<file path="src/rtl/mem_resp_arb_buf_if.sv">
// Response-side bus of the memory-response arbiter: N ingress channels and one egress.
// slave is the arbiter's view; master is the surrounding memory/network side.
interface mem_resp_arb_buf_if #(
  parameter int p_num_arb  = 3,
  parameter int p_msg_bits = 79
);
  localparam int c_src_bits = $clog2(p_num_arb);

  logic [p_num_arb-1:0]            arb_val;
  logic [p_num_arb-1:0]            arb_rdy;
  logic [p_num_arb*p_msg_bits-1:0] arb_msg;
  logic                            gnt_val;
  logic                            gnt_rdy;
  logic [p_msg_bits-1:0]           gnt_msg;
  logic [c_src_bits-1:0]           gnt_src;

  modport master (
    output arb_val, arb_msg, gnt_rdy,
    input  arb_rdy, gnt_val, gnt_msg, gnt_src
  );

  modport slave (
    input  arb_val, arb_msg, gnt_rdy,
    output arb_rdy, gnt_val, gnt_msg, gnt_src
  );
endinterface

</file>
<file path="src/rtl/mem_resp_arb_buf.sv">
// N-to-1 memory-response arbiter (round-robin or fixed priority) feeding a small
// registered FIFO; every entry carries the index of the channel it came from.
module mem_resp_arb_buf #(
  parameter int p_num_arb   = 3,
  parameter int p_msg_bits  = 79,
  parameter int p_buf_depth = 2,
  parameter int p_rr_mode   = 1
) (
  input  logic              clk,
  input  logic              rst,
  mem_resp_arb_buf_if.slave io_bus
);
  localparam int c_src_bits   = $clog2(p_num_arb);
  localparam int c_sum_bits   = c_src_bits + 1;
  localparam int c_ptr_bits   = $clog2(p_buf_depth);
  localparam int c_cnt_bits   = c_ptr_bits + 1;
  localparam int c_entry_bits = c_src_bits + p_msg_bits;

  typedef logic [c_entry_bits-1:0] entry_t;

  entry_t                r_mem [p_buf_depth];
  logic [c_ptr_bits-1:0] r_head;
  logic [c_ptr_bits-1:0] r_tail;
  logic [c_cnt_bits-1:0] r_count;
  logic [c_src_bits-1:0] r_rr_ptr;

  logic                  w_found;
  logic                  w_full;
  logic                  w_enq;
  logic                  w_deq;
  logic [c_src_bits-1:0] w_win;
  logic [p_msg_bits-1:0] w_win_msg;
  logic [p_num_arb-1:0]  w_rdy;

  // Search starts at the RR pointer and wraps explicitly, so p_num_arb need not be a power of two.
  always_comb begin
    logic [c_sum_bits-1:0] v_idx;
    w_found = 1'b0;
    w_win   = '0;
    v_idx   = '0;
    for (int k = 0; k < p_num_arb; k++) begin
      if (p_rr_mode != 0) begin
        v_idx = {1'b0, r_rr_ptr} + c_sum_bits'(k);
        if (v_idx >= c_sum_bits'(p_num_arb))
          v_idx = v_idx - c_sum_bits'(p_num_arb);
      end else begin
        v_idx = c_sum_bits'(k);
      end
      if (!w_found && io_bus.arb_val[v_idx[c_src_bits-1:0]]) begin
        w_found = 1'b1;
        w_win   = v_idx[c_src_bits-1:0];
      end
    end
  end

  always_comb begin
    w_win_msg = '0;
    for (int i = 0; i < p_num_arb; i++)
      if (w_win == c_src_bits'(i))
        w_win_msg = io_bus.arb_msg[i*p_msg_bits +: p_msg_bits];
  end

  // Ready depends only on full, never on gnt_rdy, so no egress-to-ingress path exists.
  assign w_full = (r_count == c_cnt_bits'(p_buf_depth));
  assign w_enq  = w_found & ~w_full & ~rst;
  assign w_deq  = (r_count != '0) & io_bus.gnt_rdy;

  always_comb begin
    w_rdy = '0;
    if (w_enq)
      w_rdy[w_win] = 1'b1;
  end

  assign io_bus.arb_rdy = w_rdy;
  assign io_bus.gnt_val = (r_count != '0);
  assign {io_bus.gnt_src, io_bus.gnt_msg} = r_mem[r_head];

  always_ff @(posedge clk or posedge rst) begin
    if (rst) begin
      for (int i = 0; i < p_buf_depth; i++)
        r_mem[i] <= '0;
      r_head   <= '0;
      r_tail   <= '0;
      r_count  <= '0;
      r_rr_ptr <= '0;
    end else begin
      if (w_enq) begin
        r_mem[r_tail] <= {w_win, w_win_msg};
        r_tail        <= r_tail + c_ptr_bits'(1);
      end
      if (w_deq)
        r_head <= r_head + c_ptr_bits'(1);
      case ({w_enq, w_deq})
        2'b10:   r_count <= r_count + c_cnt_bits'(1);
        2'b01:   r_count <= r_count - c_cnt_bits'(1);
        default: r_count <= r_count;
      endcase
      if ((p_rr_mode != 0) && w_enq)
        r_rr_ptr <= (w_win == c_src_bits'(p_num_arb - 1)) ? '0 : w_win + c_src_bits'(1);
    end
  end

`ifndef SYNTHESIS
  a_rdy_onehot0: assert property (@(posedge clk) disable iff (rst) $onehot0(io_bus.arb_rdy));
  a_no_enq_full: assert property (@(posedge clk) disable iff (rst) !(w_enq && w_full));
  a_no_deq_empty: assert property (@(posedge clk) disable iff (rst) !(w_deq && (r_count == '0)));
  a_hold_on_stall: assert property (@(posedge clk) disable iff (rst)
    (io_bus.gnt_val && !io_bus.gnt_rdy) |=> ($stable(io_bus.gnt_msg) && $stable(io_bus.gnt_src)));
`endif
endmodule

</file>
<file path="src/flat_wrapper.sv">
// flat-port wrapper written by rule: the top's interface ports become plain ports
module mem_resp_arb_buf_flat 
#(
  parameter int p_num_arb   = 3,
  parameter int p_msg_bits  = 79,
  parameter int p_buf_depth = 2,
  parameter int p_rr_mode   = 1
)
  (clk, rst, io_bus_arb_val, io_bus_arb_msg, io_bus_gnt_rdy, io_bus_arb_rdy, io_bus_gnt_val, io_bus_gnt_msg, io_bus_gnt_src);
  mem_resp_arb_buf_if #(.p_num_arb(p_num_arb), .p_msg_bits(p_msg_bits)) io_bus_i ();
  input  logic clk;
  input  logic rst;
  input wire logic [$bits(io_bus_i.arb_val)-1:0] io_bus_arb_val;
  input wire logic [$bits(io_bus_i.arb_msg)-1:0] io_bus_arb_msg;
  input wire logic [$bits(io_bus_i.gnt_rdy)-1:0] io_bus_gnt_rdy;
  output wire logic [$bits(io_bus_i.arb_rdy)-1:0] io_bus_arb_rdy;
  output wire logic [$bits(io_bus_i.gnt_val)-1:0] io_bus_gnt_val;
  output wire logic [$bits(io_bus_i.gnt_msg)-1:0] io_bus_gnt_msg;
  output wire logic [$bits(io_bus_i.gnt_src)-1:0] io_bus_gnt_src;
  assign io_bus_i.arb_val = io_bus_arb_val;
  assign io_bus_i.arb_msg = io_bus_arb_msg;
  assign io_bus_i.gnt_rdy = io_bus_gnt_rdy;
  assign io_bus_arb_rdy = io_bus_i.arb_rdy;
  assign io_bus_gnt_val = io_bus_i.gnt_val;
  assign io_bus_gnt_msg = io_bus_i.gnt_msg;
  assign io_bus_gnt_src = io_bus_i.gnt_src;
  mem_resp_arb_buf #(.p_num_arb(p_num_arb), .p_msg_bits(p_msg_bits), .p_buf_depth(p_buf_depth), .p_rr_mode(p_rr_mode)) u_core (.clk(clk), .rst(rst), .io_bus(io_bus_i));
endmodule
</file>
<file path="config.mk">
export PLATFORM = sky130hd
export DESIGN_NAME = mem_resp_arb_buf_flat
export DESIGN_NICKNAME = d
export VERILOG_FILES = /design/src/rtl/mem_resp_arb_buf_if.sv /design/src/rtl/mem_resp_arb_buf.sv /design/src/flat_wrapper.sv
export SDC_FILE = /design/constraint.sdc
export NUM_CORES = 1
export LEC_CHECK = 0
export CORE_UTILIZATION = 30
export DETAILED_ROUTE_END_ITERATION = 10
export MAX_ROUTING_LAYER = met4
export PLACE_DENSITY = 0.59
export RECOVER_POWER = 25
export SLEW_MARGIN = 30
export SYNTH_ARGS = -nofsm -noshare
export SYNTH_HDL_FRONTEND = slang
export SYNTH_SLANG_ARGS = --single-unit
</file>
<file path="constraint.sdc">
create_clock -name clk -period 10 [get_ports clk]
set_input_delay 1 -clock clk [delete_from_list [all_inputs] [get_ports clk]]
set_output_delay 1 -clock clk [all_outputs]
set_load 0.05 [all_outputs]
</file>
After elaboration in Yosys (flattened, before gate mapping)
Index checks and enable logic that the tools add are counted.
Operators by class
  multiplexer cells: 29
  reduce and logical (&&, ||, !) cells: 9
  order comparisons: 11
  $add $sub $neg: 10
  bitwise logic cells: 7
  equal/unequal tests: 5
Operators by type and width (count)
  $mux W81: 4
  $mux W79: 3
  $bwmux W162: 1
  $demux W81 S1: 1
  $mux W2: 7
  $lt A2 B3 Y1 const B: 4
  $mux W1: 7
  $bmux W1 S2: 3
  $eq A2 B2 Y1 const B: 3
  $ge A2 B2 Y1 const B: 3
  $ge A3 B2 Y1 const B: 2
  $sub A2 B2 Y2 const B: 3
  $add A2 B1 Y2 const B: 2
  $eq A2 B1 Y1 const B: 2
  $logic_and A1 B1 Y1: 4
  $not A1 Y2: 2
  $pmux W2 S2: 1
  $reduce_bool A2 Y1: 2
  $add A2 B1 Y3 const B: 1
  $add A2 B2 Y3 const B: 1
  $and A1 B1 Y1: 3
  $mux W3: 1
  $add A1 B1 Y1 const B: 2
  $demux W1 S2: 1
  other kinds (6): 8
Storage, ports and cells
  word-level logic and storage cells: 77
  register bits after elaboration: 168

Longest topological paths before layout
  depth in word-level cells: 16
  mapped depth: 12
  mapped depth without buffers: 9

Worst setup path before layout
Ideal clock, no wire load.
  path type: in2out
  from: input port rst
  to: output port io_bus_arb_rdy[1]
  stages: 4
  setup slack: 2.868 ns
  arrival time: 6.132 ns
  buffers on the path: 1
  cell sequence: inv_1 o311ai_2 buf_4 nor2b_1
On the way
  cells in the longest elaborated chain, start to end: 3
Ends and longest elaborated chain
  start, declared: line flat_wrapper.sv:12  | input logic rst;
  $not A1 Y1: line mem_resp_arb_buf.sv:65  | assign w_enq = w_found & ~w_full & ~rst;
  $and A1 B1 Y1: line mem_resp_arb_buf.sv:65
  $mux W3: line mem_resp_arb_buf.sv:70  | if (w_enq)
  end, declared: line flat_wrapper.sv:16  | output wire logic [$bits(io_bus_i.arb_rdy)-1:0] io_bus_arb_rdy;
Every way passes these cells.

==> metrics.md <==
| Metric | Value |
|---|---|
| Crit path DAT | 6700 ps |
| Vias/cell | 5.134 |
| Fmax | 157.9 MHz |
| Slew HR | -178.8% |
| Seq cells post-synth | 168 |
| Area of the multi-input gates | 0.004872 mm^2 |
| Dominant cell type by area after synthesis | dfrtp_1 |
| Met3 WL | 1.759 mm |
| Post-CTS Hold Buffers | 0 |
| Status | finished with violations |
| Clock skew | 9.680 ps |
| Synth top area share | 44.42% |
| Final nets | 1476 |
| Routability congestion estimate | 0.7694 |
| Cell with the most instances after synthesis | dfrtp_1 |
| Slowest stage cell, crit path | clkbuf_1 |
| Gr ovfl total | 0 |
| Pre-antenna DRT Iters | 7 |
| Post-synth EDFFs | 0 |
| Clk root buf | clkbuf_16 |
| Setup crit start | rst |
| Max-Cap Viols | 2 |
| Main synth FF type | dfrtp_1 |
| RSZ-0062 raised after global routing | no |
| Top layer reached by signal wires | met4 |
| Routed wl met2 | 14.96 mm |
| Via count | 8404 |
| Final WL | 31.10 mm |
| Synth area leaders | dfrtp_1 44%, a211oi_1 10%, mux2_2 9.6% |
| Num ports | 328 |
| Post-DP HPWL | 20.29 mm |
| Die Wd | 179.6 um |
| Crit path launch type | primary input |
| DP Worst Slack | 5270 ps |
| Total Routing Usage GR | 20.04% |
| Pin count of the biggest net entering global routing | 87 |
| Final TNS setup | 0 ps |
| FF+latch area | 0.004208 mm^2 |
| CTS max path bufs | 2 |
| Worst reg2reg startpoint | u_core.r_rr_ptr[0] |
| Power density over the cells | 389.9 mW/mm^2 |
| Final period utilization | 63.32% |
| Syn nets | 1204 |
| Row cnt | 64 |
| Inserted Diodes | 0 |
| Measured slew at the worst slew-check pin | 4182 ps |
| Crit path time final | 6332 ps |
| Initial antenna violation count | 0 |
| Leakage | 4.898 nW |
| Seq/Total Area, Yosys | 44.42% |
| Worst path required time | 10370 ps |
| Fill cells | 2942 |
| Syn Area/Cell | 9.901 um^2 |
| DRC viols | 20 |
| Initial DRC count | 514 |
| Yosys cell types | 38 |
| Post-CTS sizing | 0 |
| Crit. End Element | async pin |
| Core area | 0.03083 mm^2 |
| Top post-synthesis cells by count | 168 x dfrtp_1, 161 x nor2_1, 156 x nor3_1, 126 x a211oi_1, 81 x mux2_2 |
| Final setup margin | 3668 ps |
| Crit path cell chain | dlygate4sd3_1 -> clkinvlp_2 -> clkbuf_1 -> buf_4 |
| Postcts setup bufs | 0 |
| Worst path max stage delay | 3000 ps |
| Initial Utilization | 30.70% |
| First-pass GRT wire length | 49.74 mm |
| Final Hold Violating Endpoints | 0 |
| Worst hold start | u_core.r_mem[161] |
| Die ar. | 0.03227 mm^2 |
| Total CTS buffers | 17 |
| Clk Latency, worst-skew pair | 420 ps |
| Clock sinks | 168 |
| Critical path class | in -> async |
| Failing checks | DRC, capacitance limit, slew limit |
| Synth Cell Area | 0.009465 mm^2 |
| Wire length per cell | 19.00 um |
| Worst VDD drop | 0.2070 mV |
| CTS tree | built |
| Post-synthesis cell count | 956 |
| Number of global-route vias before repair | 8732 |
| Final slew viol count | 112 |
| CTS H-Tree Depth | 4 |
| Layout area overhead | 43.50% |
| M1 wire length | 13.71 mm |
| Antenna viol nets, final | 0 |
| Crit Path Max Fanout | 73 |
| Tightest Hold Check Type | reg -> reg |
| Clock Pin Slew Worst Setup and Hold Paths | 70 ps |
| Share of cells above drive strength 1 | 13.86% |
| Yosys warning count | 0 |
| Setup Viol. Count Final | 0 |
| Die Span Y | 179.6 um |
| Port Buffers | 327 |
| Async S/R FF share, synth | 100.0% |
power by group:
group / switching [mW] / total [mW] / internal (mW)
clock: 0.312 / 0.675 / 0.363
sequential: 0.201 / 1.23 / 1.03
combinational: 2.16 / 3.39 / 1.24
layout make-up:
| type | instances | area share [%] |
|---|---|---|
| Tap cell | 396 | 3.648 |
| Clock buffer | 18 | 3.233 |
| Multi-Input combinational cell | 694 | 35.87 |
| Sequential cell | 168 | 30.98 |
| Timing Repair Buffer | 341 | 24.99 |
| Inverter | 6 | 0.1750 |
| Clock inverter | 14 | 1.105 |
path summary, 6_finish.rpt:
path                       depth (start not counted)  slack [ps]                end
max                                                4        3670      u_core.r_head
min                                                2         480  u_core.r_mem[161]
max reg2reg                                       10        6500   u_core.r_mem[22]
min reg2reg                                        2         480  u_core.r_mem[161]
max in group clk                                   5        4370  io_bus_arb_rdy[0]
min in group asynchronous                          2        1490  u_core.r_mem[136]
kinds of logic (layout without fill, tap and decap cells):
| group | Yosys count | after routing | share of synthesized area (%) |
|---|---|---|---|
| xor+xnor | 4 | 4 | 0.3702 |
| buf+inv | 94 | 379 | 4.587 |
| flops | 168 | 168 | 44.42 |
| mux | 161 | 161 | 18.10 |
| compound gates | 173 | 173 | 15.29 |
| fa+ha+maj | 5 | 5 | 0.6609 |
| simple gates | 351 | 351 | 16.58 |
registers in the layout (all words and copies together) (netlist names):
name	cells
u_core.r_count	2
u_core.r_head	1
u_core.r_mem	162
u_core.r_rr_ptr	2
u_core.r_tail	1
per-layer routing:
metal  GRT usage [%]  vias to the layer above
met5               -                        -
met4           6.621                        0
met3           4.356                       37
met2           32.38                      260
met1           24.84                     4071
li1                -                     4036
cell usage in the layout, fill, tap and decap left out, types with 3 or more instances in the layout:
cell type,netlist,layout
clkdlybuf4s50_1,0,326
dfrtp_1,168,167
nor2_1,161,160
nor3_1,156,156
a211oi_1,126,126
mux2_2,81,81
mux2i_1,80,80
a211oi_2,30,30
clkbuf_16,0,17
nand2_1,13,13
buf_4,3,10
inv_6,0,7
o21ai_0,5,5
nand2b_1,6,5
ha_1,5,5
inv_1,5,4
inv_8,0,4
nor2b_1,3,3
nor2_4,0,3
worst max-delay path, delay by kind of cell:
family / cells / cell delay (ps)
buffers and inverters: 4 / 5610
metrics by stage:
step / hold slack, ps / power [mW] / instances / util, % / instance area (um^2)
6_report: 475.8 / 5.296 / 1637 / 44.06 / 13580
4_1_cts: 476.8 / 5.336 / 1636 / 44.00 / 13560
3_5_place_dp: 459.5 / 4.641 / 1604 / 42.09 / 12970
2_1_floorplan: 440.4 / 3.605 / 956 / - / 9465
5_1_grt: 509.2 / 5.610 / 1637 / 44.06 / 13580
3_3_place_gp: 452.9 / 4.600 / 1604 / 42.05 / 12960
Power figures use the tool's default switching activity.
